**config.mk**
```make
export PLATFORM = sky130hd
export DESIGN_NAME = sprocket_cds_accumulator
export DESIGN_NICKNAME = d
export VERILOG_FILES = /design/src/rtl/sprocket_cds_accumulator.sv
export SDC_FILE = /design/constraint.sdc
export NUM_CORES = 1
export LEC_CHECK = 0
export CAP_MARGIN = 20
export CELL_PAD_IN_SITES_DETAIL_PLACEMENT = 0
export CELL_PAD_IN_SITES_GLOBAL_PLACEMENT = 1
export CORE_MARGIN = 3
export CORE_UTILIZATION = 48
export DETAILED_ROUTE_END_ITERATION = 8
export PLACE_DENSITY = 0.83
export SYNTH_ARGS = -nofsm -noshare
export SYNTH_HDL_FRONTEND = slang
export SYNTH_SLANG_ARGS = --single-unit
```
**constraint.sdc**
```tcl
create_clock -name clk -period 8.2 [get_ports clk]
set_input_delay 0.82 -clock clk [delete_from_list [all_inputs] [get_ports clk]]
set_output_delay 0.82 -clock clk [all_outputs]
set_load 0.02 [all_outputs]
```
**src/rtl/sprocket_cds_accumulator.sv**
```systemverilog
// Correlated-double-sample accumulator for the Sprocket ADC.
// Pairs pedestal/signal conversions, sums skip_samples differences per pixel
// with saturation, and hands each pixel result to a one-entry output register.
module sprocket_cds_accumulator #(
    parameter int ADC_WIDTH          = 12,
    parameter int ACC_WIDTH          = 24,
    parameter int PIXEL_CLUSTER_SIZE = 16,
    localparam int PIX_W = (PIXEL_CLUSTER_SIZE > 1) ? $clog2(PIXEL_CLUSTER_SIZE) : 1
) (
    input  logic                 clk,
    input  logic                 reset,
    input  logic                 integration,
    input  logic                 sprocket_phi1,
    input  logic                 sprocket_phi2,
    input  logic                 sprocket_eoc,
    input  logic [ADC_WIDTH-1:0] adc_data,
    input  logic [9:0]           skip_samples,
    output logic [ACC_WIDTH-1:0] pix_data,
    output logic [PIX_W-1:0]     pix_index,
    output logic                 pix_valid,
    input  logic                 pix_ready,
    output logic                 busy,
    output logic                 overflow,
    output logic                 overrun,
    output logic                 seq_err
);

    typedef enum logic [2:0] {
        IDLE, WAIT_PED, CONV_PED, WAIT_SIG, CONV_SIG, EMIT
    } state_t;

    localparam logic [ACC_WIDTH-1:0] ACC_MAX = {1'b0, {(ACC_WIDTH-1){1'b1}}};
    localparam logic [ACC_WIDTH-1:0] ACC_MIN = {1'b1, {(ACC_WIDTH-1){1'b0}}};
    localparam logic [PIX_W-1:0]     PIX_LAST = PIX_W'(PIXEL_CLUSTER_SIZE - 1);

    state_t                 state_q, state_d;
    logic                   eoc_s1_q, eoc_s2_q, eoc_hist_q;
    logic                   integ_q, phi1_q, phi2_q;
    logic [ADC_WIDTH-1:0]   ped_q, ped_d;
    logic [ACC_WIDTH-1:0]   acc_q, acc_d;
    logic [9:0]             skip_cnt_q, skip_cnt_d;
    logic [9:0]             skip_lat_q, skip_lat_d;
    logic [PIX_W-1:0]       pix_cnt_q, pix_cnt_d;
    logic [ACC_WIDTH-1:0]   pix_data_q, pix_data_d;
    logic [PIX_W-1:0]       pix_index_q, pix_index_d;
    logic                   pix_valid_q, pix_valid_d;
    logic                   overflow_q, overflow_d;
    logic                   overrun_q, overrun_d;
    logic                   seq_err_q, seq_err_d;

    logic                   conv_done, integ_rise, phi1_rise, phi2_rise;
    logic signed [ADC_WIDTH:0] diff;
    logic signed [ACC_WIDTH:0] sum;
    logic                   sat_hi, sat_lo, emit_take;

    assign conv_done  = eoc_s2_q ^ eoc_hist_q;
    assign integ_rise = integration & ~integ_q;
    assign phi1_rise  = sprocket_phi1 & ~phi1_q;
    assign phi2_rise  = sprocket_phi2 & ~phi2_q;

    // Difference is one bit wider than the ADC word; the sum carries one guard bit.
    assign diff   = $signed({1'b0, adc_data}) - $signed({1'b0, ped_q});
    assign sum    = $signed({acc_q[ACC_WIDTH-1], acc_q})
                  + $signed({{(ACC_WIDTH-ADC_WIDTH){diff[ADC_WIDTH]}}, diff});
    assign sat_hi = ~sum[ACC_WIDTH] &  sum[ACC_WIDTH-1];
    assign sat_lo =  sum[ACC_WIDTH] & ~sum[ACC_WIDTH-1];

    // A restart in the EMIT cycle abandons the pixel rather than emitting it.
    assign emit_take = (state_q == EMIT) && !integ_rise;

    // State, synchroniser and datapath registers.
    always_ff @(posedge clk or negedge reset) begin
        if (!reset) begin
            state_q     <= IDLE;
            eoc_s1_q    <= 1'b0;
            eoc_s2_q    <= 1'b0;
            eoc_hist_q  <= 1'b0;
            integ_q     <= 1'b0;
            phi1_q      <= 1'b0;
            phi2_q      <= 1'b0;
            ped_q       <= '0;
            acc_q       <= '0;
            skip_cnt_q  <= '0;
            skip_lat_q  <= '0;
            pix_cnt_q   <= '0;
            pix_data_q  <= '0;
            pix_index_q <= '0;
            pix_valid_q <= 1'b0;
            overflow_q  <= 1'b0;
            overrun_q   <= 1'b0;
            seq_err_q   <= 1'b0;
        end else begin
            state_q     <= state_d;
            eoc_s1_q    <= sprocket_eoc;
            eoc_s2_q    <= eoc_s1_q;
            eoc_hist_q  <= eoc_s2_q;
            integ_q     <= integration;
            phi1_q      <= sprocket_phi1;
            phi2_q      <= sprocket_phi2;
            ped_q       <= ped_d;
            acc_q       <= acc_d;
            skip_cnt_q  <= skip_cnt_d;
            skip_lat_q  <= skip_lat_d;
            pix_cnt_q   <= pix_cnt_d;
            pix_data_q  <= pix_data_d;
            pix_index_q <= pix_index_d;
            pix_valid_q <= pix_valid_d;
            overflow_q  <= overflow_d;
            overrun_q   <= overrun_d;
            seq_err_q   <= seq_err_d;
        end
    end

    // Next-state, accumulation and output-register control.
    always_comb begin
        state_d     = state_q;
        ped_d       = ped_q;
        acc_d       = acc_q;
        skip_cnt_d  = skip_cnt_q;
        skip_lat_d  = skip_lat_q;
        pix_cnt_d   = pix_cnt_q;
        pix_data_d  = pix_data_q;
        pix_index_d = pix_index_q;
        pix_valid_d = pix_valid_q;
        overflow_d  = overflow_q;
        overrun_d   = overrun_q;
        seq_err_d   = seq_err_q;

        if (pix_valid_q && pix_ready) begin
            pix_valid_d = 1'b0;
        end
        if (emit_take) begin
            if (!pix_valid_q || pix_ready) begin
                pix_data_d  = acc_q;
                pix_index_d = pix_cnt_q;
                pix_valid_d = 1'b1;
            end else begin
                overrun_d = 1'b1;
            end
        end

        unique case (state_q)
            IDLE: ;
            WAIT_PED: begin
                if (phi1_rise)      state_d = CONV_PED;
                else if (phi2_rise) seq_err_d = 1'b1;
            end
            CONV_PED: begin
                if (phi1_rise || phi2_rise) seq_err_d = 1'b1;
                if (conv_done) begin
                    ped_d   = adc_data;
                    state_d = WAIT_SIG;
                end
            end
            WAIT_SIG: begin
                if (phi2_rise)      state_d = CONV_SIG;
                else if (phi1_rise) seq_err_d = 1'b1;
            end
            CONV_SIG: begin
                if (phi1_rise || phi2_rise) seq_err_d = 1'b1;
                if (conv_done) begin
                    if (sat_hi) begin
                        acc_d      = ACC_MAX;
                        overflow_d = 1'b1;
                    end else if (sat_lo) begin
                        acc_d      = ACC_MIN;
                        overflow_d = 1'b1;
                    end else begin
                        acc_d = sum[ACC_WIDTH-1:0];
                    end
                    skip_cnt_d = skip_cnt_q + 10'd1;
                    state_d    = (skip_cnt_q + 10'd1 == skip_lat_q) ? EMIT : WAIT_PED;
                end
            end
            EMIT: begin
                acc_d      = '0;
                skip_cnt_d = '0;
                if (pix_cnt_q == PIX_LAST) begin
                    state_d = IDLE;
                end else begin
                    pix_cnt_d = pix_cnt_q + PIX_W'(1);
                    state_d   = WAIT_PED;
                end
            end
            default: state_d = IDLE;
        endcase

        // Cluster restart overrides everything except the output register.
        if (integ_rise) begin
            acc_d      = '0;
            skip_cnt_d = '0;
            pix_cnt_d  = '0;
            overflow_d = 1'b0;
            overrun_d  = 1'b0;
            seq_err_d  = 1'b0;
            skip_lat_d = (skip_samples == 10'd0) ? 10'd1 : skip_samples;
            state_d    = WAIT_PED;
        end
    end

    assign pix_data  = pix_data_q;
    assign pix_index = pix_index_q;
    assign pix_valid = pix_valid_q;
    assign busy      = (state_q != IDLE);
    assign overflow  = overflow_q;
    assign overrun   = overrun_q;
    assign seq_err   = seq_err_q;

endmodule
```
==> run summary, run 1 <==
DR iter-0 viols = 233
Share of cells above drive strength 1 = 11.11%
First-pass GRT wire length = 22430 µm
Slew headroom = 50.78%
Area of the multi-input gates = 3438 µm²
Sw Share = 42.62%
Worst-Margin Slew = 0.7383 ns
Psw = 1.031 mW
Max Fclk = 183.9 MHz
Internal power = 1.389 mW
Skew-Pair Late Insertion Delay = 0.35 ns
Startpoint Class = primary input
Min Tclk post-route = 5.437 ns
CP Capture Type = flip-flop
Num CTS Buffers = 9
Top FF cell, synth = dfrtp_1
Worst hold path class = flip-flop to flip-flop
Final GP Congestion = 0.8434
Syn nets = 706
Leakage = 3.370 nW
PnR Total Power = 2.420 mW
Final Cycle Share = 66.31%
GR Overflow Total = 0
Largest net degree at the start of global routing = 59
Max Buffers Root-to-Sink = 2
Final Skew = 0.01077 ns
Clk slew on worst S/H paths = 0.07 ns
Drc violations = 0
GRT Util Overall = 18.90%
Max Cap Viol = 0
Cell taking the most area after synthesis = dfrtp_1
Nets@finish = 758
Flops & latches, synth = 101
Hpwl dp = 9479 µm
Number of H-tree levels = 3
CTS Sinks = 101
Top cell type's share of synthesized area = 40.78%
Synth cell types = 68
CORE AREA = 12310 µm²
Post-CTS sizing = 0
Initial antenna violation count = 0
EDFF count, synth = 0
Dpl ws = 2.397 ns
Synth warn = 0
Drt first pass iters = 4
Hold Violations, Final = 0
Setup violators final = 0
Fin. max-slew vios = 0
Clock share of power = 17.1%
Synth Cell Area = 6197 µm²
Seq pwr share = 26.9%
Root buf cell = clkbuf_16
Unrepaired setup endpoints after global routing = false
Critical path class = primary input to flip-flop
Die W = 119.6 µm
Via/cell ratio = 5.547
Row count = 40
Sequential share of the synthesized area = 40.78%
Async SR Flop Fraction = 100.0%
Fillers = 1132
Maximum vdd ir drop = 0.2252 mV
Hold depth = 0
WP data required = 8.48 ns
Vias post-DR = 4776
Post-route cell area = 7217 µm²
DIE AREA = 14310 µm²
CTS Hold Bufs = 0
Post-CTS Setup Bufs = 0
R2r worst-path depth = 20
Vias in the first global route = 4843
Die Y = 119.6 µm
Status = finished clean
Port Buffers = 61
Io pins = 62
CTS tree = built
PnR worst setup slack = 2.763 ns
Post-Syn Instances = 636
Avg Cell Area, Syn = 9.744 µm²
Top cells by area, synth = dfrtp_1 (41%), ha_1 (7.9%), mux2_2 (6.9%)
Cell Area, Placed = 6934 µm²
Register Area = 2527 µm²
Wirelength per Cell = 14.84 µm
DRT Wirelength = 12780 µm
Crit path arrival time = 5.72 ns
Power per cell area = 335.3 nW/µm²
Part of the power in combinational logic = 56.0%
Area Growth Syn to Fin = 16.45%
N_diodes = 0
CP max FO = 20
Post-detailed-route count of antenna-violating nets = 0
Setup TNS = 0 ns
Starting Density = 50.34%
[final cells by class]
type / count / area share, %
clock buffers: 10 / 3.311
clock inverters: 6 / 0.6068
inverters: 30 / 1.560
multi-input cells: 480 / 47.64
flip-flops and latches: 101 / 35.02
well taps: 168 / 2.913
repair buffers: 66 / 8.946
[logic make-up after synthesis]
family,after synthesis,synth area share (%)
fa+ha+maj,42,8.682
buf+inv,55,3.876
simple gates,193,14.78
compound gates,161,18.45
mux,39,7.066
flops,101,40.78
xor+xnor,45,6.360
[synthesized netlist by cell type, types with 17 or more instances]
library cell	count
dfrtp_1	101
nor2_1	47
a221o_1	20
nand2_1	73
inv_1	30
mux2_2	38
ha_1	39
xnor2_1	28
o21ai_0	42
a21oi_1	26
clkbuf_1	18
xor2_1	17
[metal layers]
| layer | up-vias | global-route usage, % | wire length (µm) |
|---|---|---|---|
| met2 | 61 | 30.76 | 5976 |
| met5 | - | 0 | 0 |
| li1 | 2398 | - | - |
| met4 | 0 | 6.586 | 193 |
| met3 | 10 | 2.733 | 323 |
| met1 | 2307 | 25.90 | 6281 |
[worst max-delay path, stage by stage]
cell	delay, ns
clkdlybuf4s50_1	0.43
ha_1	0.36
nor2b_1	0.15
o21ai_0	0.13
nand2b_1	0.10
a21o_1	0.19
a21o_1	0.19
a311oi_1	0.39
o211ai_1	0.20
o31ai_1	0.23
buf_4	0.25
ha_1	0.31
a21oi_1	0.29
o21ai_1	0.18
a2111oi_2	0.36
o32a_1	0.25
nand3_2	0.12
nor3_2	0.24
and2_4	0.36
a221o_1	0.16
[metrics by stage]
stage | util (%) | hold WS [ns] | instances
after floorplan | - | 0.3312 | 636
after global placement | 56.32 | 0.3380 | 845
after detailed placement | 56.32 | 0.3379 | 845
after CTS | 58.62 | 0.3546 | 861
after global routing | 58.62 | 0.3686 | 861
final | 58.62 | 0.3531 | 861
[path summary, 6_finish.rpt]
kind,start,slack [ns],endpoint
max,adc_data[2],2.76,acc_q[10]
min,eoc_s1_q,0.35,eoc_s2_q
max reg2reg,ped_q[2],3.31,acc_q[10]
min reg2reg,eoc_s1_q,0.35,eoc_s2_q
max in group asynchronous,reset,6.60,acc_q[7]
min in group asynchronous,reset,0.45,pix_data[16]
[power groups by stage]
stage	logic [mW]	registers [mW]	clock network, mW
floorplan	1.03	0.661	0
CTS	1.36	0.651	0.427
finish	1.36	0.650	0.414
global route	1.51	0.665	0.448
global placement	1.32	0.656	0
detailed placement	1.35	0.661	0
[cells in the final DEF (no fill, tap or decap), drive strengths merged, types with 8 or more instances in the layout]
cell type,n
dfrtp,101
nand2,73
clkdlybuf4s50,60
nor2,47
o21ai,47
ha,39
mux2,38
inv,33
xnor2,28
a21oi,27
a221o,20
xor2,17
nor3,14
and3,12
nand3,11
nor2b,10
clkbuf,10
a31oi,8
[flip-flops by register name (all words and copies together) (netlist names), 3 cells and up]
name / count
skip_cnt_q: 10
acc_q: 24
pix_data: 24
pix_index: 4
state_q: 3
ped_q: 12
skip_lat_q: 10
pix_cnt_q: 4
No activity file was read; power rests on OpenSTA's default activity.
==> inputs of run 2 (changes only) <==
--- a/config.mk
+++ b/config.mk
@@ -9,9 +9,9 @@
 export CELL_PAD_IN_SITES_DETAIL_PLACEMENT = 0
 export CELL_PAD_IN_SITES_GLOBAL_PLACEMENT = 1
 export CORE_MARGIN = 3
-export CORE_UTILIZATION = 48
+export CORE_UTILIZATION = 41
 export DETAILED_ROUTE_END_ITERATION = 8
-export PLACE_DENSITY = 0.83
+export PLACE_DENSITY = 0.75
 export SYNTH_ARGS = -nofsm -noshare
 export SYNTH_HDL_FRONTEND = slang
 export SYNTH_SLANG_ARGS = --single-unit
==> constraint.sdc (replaced) <==
create_clock -name clk -period 4.6 [get_ports clk]
set_input_delay 0.46 -clock clk [delete_from_list [all_inputs] [get_ports clk]]
set_output_delay 0.46 -clock clk [all_outputs]
set_load 0.02 [all_outputs]
==> run 2 against run 1 <==
Compared with the run above:
- via count is 12% higher
- die area up 16%
- wire length rose by 24%
- clock skew about the same
- highest routed layer unchanged
- non-clock buffer count grew 87
- critical endpoint is now acc_q[18]
==> run summary, run 2 (synthesis results as in run 1) <==
Fin. max-slew vios = 0
Drt first pass iters = 4
Share of cells above drive strength 1 = 26.08%
Final Skew = 0.01091 ns
Max Fclk = 225.7 MHz
Final GP Congestion = 0.8316
GR Overflow Total = 0
Max Cap Viol = 0
Hold Violations, Final = 0
Area Growth Syn to Fin = 34.10%
Skew-Pair Late Insertion Delay = 0.36 ns
Initial antenna violation count = 0
Post-detailed-route count of antenna-violating nets = 0
CTS Sinks = 101
First-pass GRT wire length = 26440 µm
R2r worst-path depth = 23
Slew headroom = 48.60%
Vias in the first global route = 5436
Final Cycle Share = 96.30%
Maximum vdd ir drop = 0.3078 mV
DRT Wirelength = 15830 µm
Row count = 44
Critical path class = flip-flop to flip-flop
DR iter-0 viols = 284
Crit path buf inv count = 4
Port Buffers = 61
Number of H-tree levels = 3
Wirelength per Cell = 16.32 µm
Worst-Margin Slew = 0.7710 ns
Commonest cells after routing, fill and taps aside = dfrtp_1 (101), buf_4 (88), nand2_1 (71)
Commonest non-fill, non-tap cell in the layout = dfrtp_1
PnR Total Power = 5.598 mW
WP data required = 4.83 ns
Unrepaired setup endpoints after global routing = true
Via/cell ratio = 5.504
Reg2Reg Launch Point = ped_q[0]
GRT Util Overall = 19.84%
CORE AREA = 14640 µm²
R2R Path End = acc_q[18]
DIE AREA = 16630 µm²
CP Capture Type = flip-flop
Cell Chain, Critical Path = ha_4 -> fa_2 -> nor2b_1 -> o21ai_1 -> nand2b_1 -> a21o_1 -> a21o_1 -> a311oi_2 -> o211ai_1 -> o31ai_4 -> buf_12 -> buf_4 -> ha_4 -> buf_4 -> nand2_2 -> o21ai_4 -> buf_4 -> nor2_1 -> o32a_1 -> nand3_2 -> o21ai_4 -> and2_4 -> a221o_1
Die W = 128.9 µm
CTS Hold Bufs = 0
CP max stage cell = dfrtp_1
Max Buffers Root-to-Sink = 2
CP max stage delay = 0.41 ns
Setup violators final = 0
Clk slew on worst S/H paths = 0.08 ns
N_diodes = 0
Num CTS Buffers = 9
CP max FO = 6
Startpoint Class = flip-flop
Setup TNS = 0 ns
Root buf cell = clkbuf_16
Largest net degree at the start of global routing = 60
Fillers = 1303
Drc violations = 0
Io pins = 62
Status = finished clean
Min Tclk post-route = 4.430 ns
CTS tree = built
Delay-heaviest family, CP = compound AO/OA/AOI/OAI gates
Power per cell area = 673.7 nW/µm²
Nets@finish = 851
Vias post-DR = 5339
Starting Density = 42.32%
Leakage = 3.880 nW
Crit path arrival time = 4.66 ns
Worst hold path class = primary input to asynchronous set/reset pin
Die Y = 128.9 µm
R2R Setup Slk = 0.17 ns
Most used cell, CP = buf_4
Hpwl dp = 10740 µm
run 2: cell types whose count changed in the layout (fill, tap and decap cells not counted), moves of 5 or more:
| cell | before | now |
|---|---|---|
| a21oi_1 | 26 | 19 |
| and2_4 | 2 | 8 |
| buf_4 | 6 | 88 |
| ha_1 | 39 | 31 |
| ha_4 | 0 | 8 |
| o21ai_0 | 42 | 37 |
run 2: area by class of cell:
type                       instances  area [µm²]  share of cell area [%]
multi-input combinational        486        3782                   45.51
inverter                          30       112.6                   1.355
sequential                       101        2527                   30.41
tap                              184       230.2                   2.770
timing repair buffer             153        1343                   16.15
clock inverter                     6       76.32                  0.9184
clock buffer                      10       239.0                   2.876
run 2: worst max path at each step:
stage	from	endpoint	slack, ns	cells past startpoint
4_1_cts	adc_data[1]	acc_q[18]	0.05	25
2_1_floorplan	adc_data[0]	acc_q[4]	-0.06	20
3_5_place_dp	adc_data[0]	acc_q[4]	-0.57	22
3_3_place_gp	adc_data[0]	acc_q[4]	-0.50	22
5_1_grt	ped_q[0]	acc_q[18]	-0.08	21
6_report	ped_q[0]	acc_q[18]	0.17	23
run 2: layer usage:
metal	part of all wire [%]	GRT usage (%)
met2	49	33.78
met1	45	25.39
met4	1.9	7.721
met3	3.6	2.989
met5	0	0
run 2: per-stage QoR:
step | cells | hold WS (ns) | utilization (%) | cell area (µm²) | setup WS (ns)
after CTS | 970 | 0.2098 | 56.43 | 8263 | 0.04880
after global routing | 970 | 0.2446 | 56.75 | 8310 | -0.08441
after floorplan | 636 | 0.1644 | - | 6235 | -0.05665
after detailed placement | 931 | 0.3433 | 51.41 | 7528 | -0.5696
after global placement | 931 | 0.3379 | 51.41 | 7528 | -0.5016
final | 970 | 0.1804 | 56.75 | 8310 | 0.1702
run 2: report_power, final:
part	switching [mW]	leakage [nW]	internal, mW	total [mW]
registers	0.132	1.35	1.04	1.17
logic	1.76	2.38	1.86	3.61
clock network	0.368	0.156	0.447	0.815
run 2: timing repair:
action / 4_1_cts / 5_1_grt
pin swaps: 19 / 12
gates cloned: 7 / 0
gates resized for setup: 52 / 12
buffers inserted: 17 / 1
endpoints found under the setup margin: 23 / 25
run 2: worst register-to-register path, cell delays in order (launching register included):
cell and delay [ns]:
dfrtp_1 0.41, ha_4 0.18, fa_2 0.34, nor2b_1 0.12, o21ai_1 0.06, nand2b_1 0.08, a21o_1 0.12, a21o_1 0.16
a311oi_2 0.11, o211ai_1 0.32, o31ai_4 0.11, buf_12 0.16, buf_4 0.14, ha_4 0.29, buf_4 0.11, nand2_2 0.07
o21ai_4 0.18, buf_4 0.14, nor2_1 0.07, o32a_1 0.35, nand3_2 0.14, o21ai_4 0.11, and2_4 0.23, a221o_1 0.31
